`config.mk`:
```
export PLATFORM = sky130hd
export DESIGN_NAME = encoder_42_2
export DESIGN_NICKNAME = d
export VERILOG_FILES = /design/src/rtl/encoder_42_2_pkg.sv /design/src/rtl/encoder_42_2_comb.sv /design/src/rtl/encoder_42_2.sv
export SDC_FILE = /design/constraint.sdc
export NUM_CORES = 1
export LEC_CHECK = 0
export ABC_AREA = 1
export CORE_AREA = 2 2 39 41
export CTS_CLUSTER_DIAMETER = 40
export DETAILED_ROUTE_END_ITERATION = 10
export DIE_AREA = 0 0 41 43
export DONT_BUFFER_PORTS = 1
export GPL_ROUTABILITY_DRIVEN = 0
export PLACE_DENSITY_LB_ADDON = 0.3
export REMOVE_ABC_BUFFERS = 1
export SYNTH_ARGS = -nofsm -noshare
export SYNTH_HDL_FRONTEND = slang
export SYNTH_SLANG_ARGS = --single-unit
```
`constraint.sdc`:
```
create_clock -name clk -period 0.8 [get_ports clk]
set_input_delay 0.04 -clock clk [delete_from_list [all_inputs] [get_ports clk]]
set_output_delay 0.04 -clock clk [all_outputs]
set_load 0.02 [all_outputs]
```
`src/rtl/encoder_42_2_pkg.sv`:
```
// encoder_42_2_pkg: shared constants and index type for the 4-to-2 priority encoder
package encoder_42_2_pkg;
    localparam int ENC_N_IN  = 4;
    localparam int ENC_OUT_W = $clog2(ENC_N_IN);
    typedef logic [ENC_OUT_W-1:0] enc_idx_t;
endpackage

```
`src/rtl/encoder_42_2_comb.sv`:
```
// encoder_42_2_comb: combinational highest-set-bit index, any-set and multi-hot flags
module encoder_42_2_comb
    import encoder_42_2_pkg::*;
(
    input  logic [ENC_N_IN-1:0] a,
    output enc_idx_t            y_nxt,
    output logic                valid_nxt,
    output logic                multi_nxt
);
    // highest index wins; clearing the lowest set bit leaves something only when two or more are set
    always_comb begin
        y_nxt     = a[3] ? 2'd3 : a[2] ? 2'd2 : a[1] ? 2'd1 : 2'd0;
        valid_nxt = |a;
        multi_nxt = |(a & (a - 4'd1));
    end
endmodule

```
`src/rtl/encoder_42_2.sv`:
```
// encoder_42_2: registered 4-to-2 priority encoder with valid and multi-hot flags
module encoder_42_2
    import encoder_42_2_pkg::*;
(
    input  logic                clk,
    input  logic                rst,
    input  logic [ENC_N_IN-1:0] a,
    output enc_idx_t            y,
    output logic                valid,
    output logic                multi
);
    enc_idx_t y_nxt;
    logic     valid_nxt;
    logic     multi_nxt;

    encoder_42_2_comb u_comb (
        .a         (a),
        .y_nxt     (y_nxt),
        .valid_nxt (valid_nxt),
        .multi_nxt (multi_nxt)
    );

    // register the encoded result; reset clears all outputs and overrides sampling
    always_ff @(posedge clk) begin
        if (rst) begin
            y     <= '0;
            valid <= 1'b0;
            multi <= 1'b0;
        end else begin
            y     <= y_nxt;
            valid <= valid_nxt;
            multi <= multi_nxt;
        end
    end
endmodule

```
==> impl_metrics.env, run 1 <==
export IMPL_viasPerCell=2.90
export IMPL_cts_buffers=3
export IMPL_nNetsFinal=34
export IMPL_synth_cells=19
export IMPL_async_reset_ff_share_pct=0
export IMPL_critPathTopFamily="buffers and inverters"
export IMPL_slew_headroom_pct=86.0
export IMPL_htreeDepth=1
export IMPL_die_area_um2=1760
export IMPL_cp_start_kind="input pin"
export IMPL_p_per_area_nw_per_um2=2290
export IMPL_crit_path_end_kind="flop"
export IMPL_min_path_type="input pin to flop"
export IMPL_cap_violations=0
export IMPL_synth_edf_count=0
export IMPL_overflow=0
export IMPL_netlist_cell_type_count=6
export IMPL_placed_area_um2=164
export IMPL_synthDominantCellAreaShare_pct=55.7
export IMPL_fin_crit_ns=0.749
export IMPL_drt_total_wl_um=321
export IMPL_fin_crit_sh_pct=93.6
export IMPL_syn_mean_instance_area_um2=7.57
export IMPL_hold_viol_final=0
export IMPL_antenna_found_initial=0
export IMPL_synth_largest_area_cell="dfxtp_1"
export IMPL_setup_viol=0
export IMPL_portBuffers=0
export IMPL_routedWlPerCell_um=7.64
export IMPL_crit_path_frequent_cell="nor2_2"
export IMPL_ys_dominant_reg_cell="dfxtp_1"
export IMPL_tns_ns=0
export IMPL_ant_nets=0
export IMPL_syn2layout_area_growth_pct=59.1
export IMPL_yosysMostFrequentCell="nand2_1"
export IMPL_p_leak_nw=0.116
export IMPL_wl_met3_um=50
export IMPL_maxUsedRoutingLayer="met3"
export IMPL_grt_usage_pct=4.71
export IMPL_grt_pass1_vias=153
export IMPL_cts_root_buf="clkbuf_4"
export IMPL_cts_sinks=4
export IMPL_outcome="finished, final reports clean"
export IMPL_io_pin_count=10
export IMPL_drc_errors=0
export IMPL_fmax_mhz=1340
export IMPL_drtPass1Iterations=1
export IMPL_peakVddDrop_uv=309
export IMPL_drtIter0Drc=0
export IMPL_start_util_pct=10.4
export IMPL_synth_top_cells_by_count="nand2_1 (5), dfxtp_1 (4), inv_1 (3), nor2_1 (3)"
export IMPL_cts_buffer_depth=2
export IMPL_die_w_um=41
export IMPL_seq_area_um2=80.1
export IMPL_core_area_um2=1380
export IMPL_synth_area_um2=144
export IMPL_fill_cells=160
export IMPL_tightest_slew_ns=0.210
export IMPL_row_count=14
export IMPL_criticalPathCategory="input pin to flop"
export IMPL_path_buf_inv=2
export IMPL_die_h_um=43
export IMPL_multi_input_area_um2=52.6
export IMPL_grt_max_degree=5
export IMPL_rsz0062_at_grt="false"
export IMPL_max_stage_delay_ns=0.54
export IMPL_fin_util_pct=16.5
export IMPL_clk_pin_slew_worst_paths_ns=0.04
export IMPL_post_cts_setup_buffer_count=0
export IMPL_cts_tree="built"
export IMPL_layout_drive_gt1_share_pct=19.2
export IMPL_yosys_top_cells_area="dfxtp_1 (56%), nand2_1 (13%), nor2_2 (8.7%)"
export IMPL_drv_slew=0
export IMPL_crit_path_top_delay_cell="dlygate4sd3_1"
export IMPL_path_cells="dlygate4sd3_1 > nor2_2 > nand2_1 > inv_1 > nor2_2"
export IMPL_drt_met1_wl_um=121
export IMPL_num_vias=122
export IMPL_ys_warn_count=0
export IMPL_critPathMaxFanout=3
export IMPL_grt_pass1_wl_um=462
export IMPL_synth_seq_cells=4
export IMPL_crit_arrival_ns=0.88
export IMPL_diodes=0
export IMPL_stdcell_area_um2=229
export IMPL_dr_wl_met2_um=149
export IMPL_cp_required_ns=0.93
export IMPL_yosysSeqAreaShare_pct=55.7
## sequential cells by signal, indices dropped and copies added (netlist names)
signal / flops
y: 2
multi: 1
valid: 1
## report_power, final
group / leakage (nW) / total [mW] / switching [mW] / internal (mW)
registers: 0.0336 / 0.237 / 0.0224 / 0.215
clock network: 0.0138 / 0.244 / 0.0766 / 0.167
logic: 0.0691 / 0.0434 / 0.0194 / 0.0240
total: 0.116 / 0.525 / 0.118 / 0.406
## cell families (layout without fill, tap and decap cells)
logic type             Yosys count  after routing  synth area share (%)
DFF                              4              4                  55.7
buffers and inverters            3             10                  7.83
AOI/OAI and AO/OA                2              2                  6.96
and+or+nand+nor                 10             10                  29.6
## placed cells by master, fill, tap and decap left out, drive strengths merged
cell type and count:
dlygate4sd3 3, a21oi 2, dlymetal6s4s 1, nor2 5
dfxtp 4, clkbuf 3, inv 3, nand2 5
## routing by layer
metal / vias to the layer above / GRT usage (%)
met5: - / 0
met4: 0 / 12.0
met3: 0 / 0
met2: 7 / 4.06
met1: 45 / 5.13
li1: 70 / -
## what timing repair did
item | 4_1_cts | 5_1_grt
resized for setup | 0 | 1
setup endpoints to repair | 0 | 1
endpoints found under the hold margin | 4 | 0
hold buffers | 4 | 0
## through the flow
| stage | hold slack [ns] | total power [mW] | setup slack (ns) | instances |
|---|---|---|---|---|
| 2_1_floorplan | 0.109 | 0.259 | 0.365 | 19 |
| 3_3_place_gp | 0.118 | 0.266 | 0.344 | 35 |
| 3_5_place_dp | 0.117 | 0.266 | 0.343 | 35 |
| 4_1_cts | 0.00682 | 0.544 | 0.0345 | 42 |
| 5_1_grt | 0.0251 | 0.552 | 0.00294 | 42 |
| 6_report | 0.0199 | 0.525 | 0.0514 | 42 |
## layout make-up
class	count	share of cell area [%]
clock buffers	3	9.84
well taps	16	8.74
repair buffers	4	18.6
multi-input cells	12	23.0
flip-flops and latches	4	35.0
inverters	3	4.92
## final timing paths
check / from / to / slack [ns] / depth (start not counted)
worst min-delay path: a[2] / y[0] / 0.02 / 3
worst max-delay path: a[2] / multi / 0.05 / 5
No activity file was read; power rests on OpenSTA's default activity.
==> inputs of run 2 (changes only) <==
RECOVER_POWER = 100   (was unset)
SYNTH_HIERARCHICAL = 1   (was unset)
==> run 2 against run 1 <==
Non-clock buffer count fell by 2. Area after synthesis rose by 17%. Maximum frequency rose by 8.1%. Hold slack got worse by 0.0090 ns. Power rose by 0.38%. Cell count rose by 12%. Critical endpoint is now valid. Global-route usage rose by 0.61 points.
==> impl_metrics.env, run 2 <==
export IMPL_ys_warn_count=6
export IMPL_cp_required_ns=0.76
export IMPL_cts_buffer_depth=2
export IMPL_synthDominantCellAreaShare_pct=47.4
export IMPL_io_pin_count=10
export IMPL_htreeDepth=1
export IMPL_setup_viol=0
export IMPL_top_regs="y: 2 flops, multi: 1 flops, valid: 1 flops"
export IMPL_drv_slew=0
export IMPL_drtIter0Drc=0
export IMPL_peakVddDrop_uv=369
export IMPL_async_reset_ff_share_pct=0
export IMPL_rsz0062_at_grt="false"
export IMPL_core_area_um2=1380
export IMPL_synth_top_family_by_area="simple AND/OR/NAND/NOR gates"
export IMPL_netlist_cell_type_count=8
export IMPL_ant_nets=0
export IMPL_final_common_cell="inv_1"
export IMPL_row_count=14
export IMPL_die_h_um=43
export IMPL_drt_total_wl_um=306
export IMPL_synth_simple_area_share_pct=29.6
export IMPL_clk_pin_slew_worst_paths_ns=0.04
export IMPL_ys_dominant_reg_cell="dfxtp_1"
export IMPL_min_path_type="input pin to flop"
export IMPL_diodes=0
export IMPL_antenna_found_initial=0
export IMPL_grt_usage_pct=5.33
export IMPL_synth_xor_area_share_pct=0
export IMPL_synth_largest_area_cell="dfxtp_1"
export IMPL_cts_sinks=4
export IMPL_portBuffers=0
export IMPL_power_total_mw=0.527
export IMPL_p_leak_nw=0.142
export IMPL_nNetsFinal=39
export IMPL_detailedPlace_worstSlack_ns=0.345
export IMPL_synth_compound_area_share_pct=2.96
export IMPL_yosysMostFrequentCell="inv_1"
export IMPL_layout_drive_gt1_share_pct=16.1
export IMPL_synth_edf_count=0
export IMPL_cp_start_kind="flop"
export IMPL_start_util_pct=12.2
export IMPL_largest_register_ffs=2
export IMPL_grt_pass1_vias=134
export IMPL_setup_ws_ns=0.108
export IMPL_synth_fa_ha_area_share_pct=0
export IMPL_min_from="a[2]"
export IMPL_slew_headroom_pct=85.8
export IMPL_synth_cells=26
export IMPL_die_area_um2=1760
export IMPL_fin_crit_sh_pct=86.5
export IMPL_cts_root_buf="clkbuf_4"
export IMPL_drc_errors=0
export IMPL_p_per_area_nw_per_um2=2270
export IMPL_synth_top_cells_by_count="inv_1 (8), nand2_1 (6), dfxtp_1 (4), nor2_1 (4)"
export IMPL_die_w_um=41
export IMPL_tns_ns=0
export IMPL_cap_violations=0
export IMPL_tightest_slew_ns=0.212
export IMPL_crit_path_end_kind="primary output"
export IMPL_fmax_mhz=1440
export IMPL_syn_mean_instance_area_um2=6.50
export IMPL_criticalPathCategory="flop to primary output"
export IMPL_cts_buffers=3
export IMPL_viasPerCell=2.89
export IMPL_muxShareOfSynthArea_pct=0
export IMPL_syn2layout_area_growth_pct=37.0
export IMPL_hold_viol_final=0
export IMPL_synth_seq_cells=4
export IMPL_post_cts_setup_buffer_count=0
export IMPL_fin_util_pct=16.7
export IMPL_largest_register="y"
export IMPL_outcome="finished, final reports clean"
export IMPL_synth_area_um2=169
export IMPL_drtPass1Iterations=1
export IMPL_crit_start="valid"
export IMPL_num_vias=136
export IMPL_critPathMaxFanout=1
export IMPL_overflow=0
export IMPL_yosys_top_cells_area="dfxtp_1 (47%), inv_1 (18%), nand2_1 (13%)"
export IMPL_yosysSeqAreaShare_pct=47.4
export IMPL_final_cell_mix="inv_1 (8), nand2_1 (6), nor2_1 (4), dfxtp_1 (4), clkbuf_4 (3)"
export IMPL_grt_pass1_wl_um=476
export IMPL_routedWlPerCell_um=6.51
export IMPL_cts_tree="built"
export IMPL_grt_max_degree=5
export IMPL_crit_arrival_ns=0.65
export IMPL_fin_crit_ns=0.692
-- run 2: power by group --
group / internal [mW] / total [mW] / switching [mW]
clock network: 0.168 / 0.248 / 0.0803
logic: 0.0196 / 0.0411 / 0.0215
registers: 0.215 / 0.237 / 0.0226
-- run 2: timing repair --
item,4_1_cts,5_1_grt
hold endpoints to repair,4,0
gates resized for setup,0,0
hold buffers,2,0
-- run 2: through the flow --
step	hold slack, ns	instance area [um^2]	cells
6_report	0.0110	231	47
5_1_grt	0.0394	231	47
2_1_floorplan	0.111	169	26
3_5_place_dp	0.114	189	42
3_3_place_gp	0.113	189	42
4_1_cts	0.00636	231	47
-- run 2: final timing paths --
check / end / slack [ns] / cells after the start
worst max-delay path: valid / 0.11 / 0
worst min-delay path: y[1] / 0.01 / 4
-- run 2: layout make-up --
type	instances	area (um^2)
sequential	4	80.1
fill	157	1150
tap	16	20.0
inverter	9	33.8
multi-input combinational	13	55.1
timing repair buffer	2	20.0
clock buffer	3	22.5
-- run 2: metal layers --
layer / wire length (um) / track usage (%)
met5: 0 / 0
met4: 0 / 12.0
met3: 40 / 3.66
met2: 162 / 5.00
met1: 102 / 3.87
-- run 2: kinds of logic after synthesis --
logic type,after synthesis
AOI/OAI and AO/OA,1
buffers and inverters,9
DFF,4
and+or+nand+nor,12
==> inputs of run 3 (changes only) <==
CELL_PAD_IN_SITES_DETAIL_PLACEMENT = 1   (was unset)
CELL_PAD_IN_SITES_GLOBAL_PLACEMENT = 1   (was unset)
==> run 3 against run 2 <==
Via count grew 13%. Critical path depth did not move. Worst setup slack gained 0.0042 ns. Count of clock-buffer cells in the layout unchanged. Non-clock buffer count shrank 1. Design area down 4.3%. Combinational power fell by 3%. Sequential cell count unchanged. Critical path type unchanged. Largest cell class unchanged.
==> impl_metrics.env, run 3 (synthesis gave the netlist of run 2 again) <==
export IMPL_diodes=0
export IMPL_row_count=14
export IMPL_overflow=0
export IMPL_drt_total_wl_um=334
export IMPL_syn2layout_area_growth_pct=31.1
export IMPL_portBuffers=0
export IMPL_grt_use_met1_pct=5.38
export IMPL_setup_viol=0
export IMPL_die_area_um2=1760
export IMPL_stdcell_count=46
export IMPL_start_util_pct=12.2
export IMPL_fin_crit_sh_pct=86.0
export IMPL_cts_buffer_depth=2
export IMPL_drv_slew=0
export IMPL_core_area_um2=1380
export IMPL_final_cell_mix="inv_1 (8), nand2_1 (6), nor2_1 (4), dfxtp_1 (4), clkbuf_4 (3)"
export IMPL_rsz0062_at_grt="false"
export IMPL_cp_start_kind="flop"
export IMPL_hold_slack_ns=0.0194
export IMPL_grt_pass1_wl_um=634
export IMPL_num_vias=153
export IMPL_endpoint="multi"
export IMPL_grtUsageMet3_pct=2.62
export IMPL_peakVddDrop_uv=228
export IMPL_cts_tree="built"
export IMPL_critPathMaxFanout=1
export IMPL_top_regs="y: 2 flops, multi: 1 flops, valid: 1 flops"
export IMPL_layout_drive_gt1_share_pct=16.7
export IMPL_cts_repair_resized=0
export IMPL_crit_start="multi"
export IMPL_final_common_cell="inv_1"
export IMPL_fin_crit_ns=0.688
export IMPL_die_w_um=41
export IMPL_nNetsFinal=38
export IMPL_tns_ns=0
export IMPL_p_per_area_nw_per_um2=2340
export IMPL_cts_buffers=3
export IMPL_fin_util_pct=16.0
export IMPL_grt_busiest_layer="met4"
export IMPL_drc_errors=0
export IMPL_drtIter0Drc=0
export IMPL_cts_root_buf="clkbuf_4"
export IMPL_fmax_mhz=1450
export IMPL_viasPerCell=3.33
export IMPL_drtPass1Iterations=1
export IMPL_p_leak_nw=0.138
export IMPL_largest_register_ffs=2
export IMPL_die_h_um=43
export IMPL_grt_use_met2_pct=7.19
export IMPL_grt_pass1_vias=189
export IMPL_cap_violations=0
export IMPL_largest_register="y"
export IMPL_crit_arrival_ns=0.65
export IMPL_hold_viol_final=0
export IMPL_criticalPathCategory="flop to primary output"
export IMPL_grt_usage_pct=5.69
export IMPL_clk_pin_slew_worst_paths_ns=0.03
export IMPL_outcome="finished, final reports clean"
export IMPL_ant_nets=0
export IMPL_cts_sinks=4
export IMPL_grt_max_degree=5
export IMPL_cp_required_ns=0.76
export IMPL_routedWlPerCell_um=7.26
export IMPL_htreeDepth=1
export IMPL_place_inst=42
export IMPL_tightest_slew_ns=0.208
export IMPL_crit_cells=0
export IMPL_crit_path_end_kind="primary output"
export IMPL_antenna_found_initial=0
export IMPL_io_pin_count=10
export IMPL_slew_headroom_pct=86.1
export IMPL_min_path_type="input pin to flop"
[run 3: cell types whose count changed in the layout (fill, tap and decap cells not counted)]
| cell | before | now |
|---|---|---|
| dlygate4sd3_1 | 2 | 1 |
[run 3: tightest hold or removal path: cells and delay by family]
| family | cells | cell delay (ns) |
|---|---|---|
| AO/OA/AOI/OAI | 1 | 0.07 |
| buffers and inverters | 1 | 0.06 |
| AND/OR/NAND/NOR | 1 | 0.03 |
[run 3: worst min path at each step]
stage	slack, ns	end	start	cells after the start
after floorplan	0.11	multi	rst	1
after global placement	0.11	valid	rst	1
after detailed placement	0.11	y[1]	rst	1
after CTS	0.01	y[1]	a[2]	4
after global routing	0.04	y[0]	a[2]	3
final	0.02	y[0]	a[2]	3
[run 3: final cells by class]
type / instances / area, um^2
Clock buffer: 3 / 22.5
Fill cell: 170 / 1160
Inverter: 9 / 33.8
Multi-Input combinational cell: 13 / 55.1
Sequential cell: 4 / 80.1
Tap cell: 16 / 20.0
Timing Repair Buffer: 1 / 10.0
[run 3: power breakdown]
group / switching, mW / internal (mW)
Sequential: 0.0223 / 0.215
Clock: 0.0749 / 0.167
Combinational: 0.0233 / 0.0164
Total: 0.121 / 0.399
[run 3: metrics by stage]
step                setup slack [ns]  total power [mW]  area (um^2)
floorplan                      0.365             0.268          169
CTS                           0.0940             0.537          221
finish                         0.112             0.519          221
global placement               0.353             0.272          189
detailed placement             0.329             0.276          189
global route                  0.0666             0.564          221
[run 3: what timing repair did]
action                                 4_1_cts  5_1_grt
hold buffers                                 1        0
endpoints found under the hold margin        4        0
setup buffers                                0        0
[run 3: routing by layer]
layer	vias to the layer above	share of wire, %
met5	-	0
met4	0	0
met3	0	17
met2	10	41
met1	63	42
li1	80	-
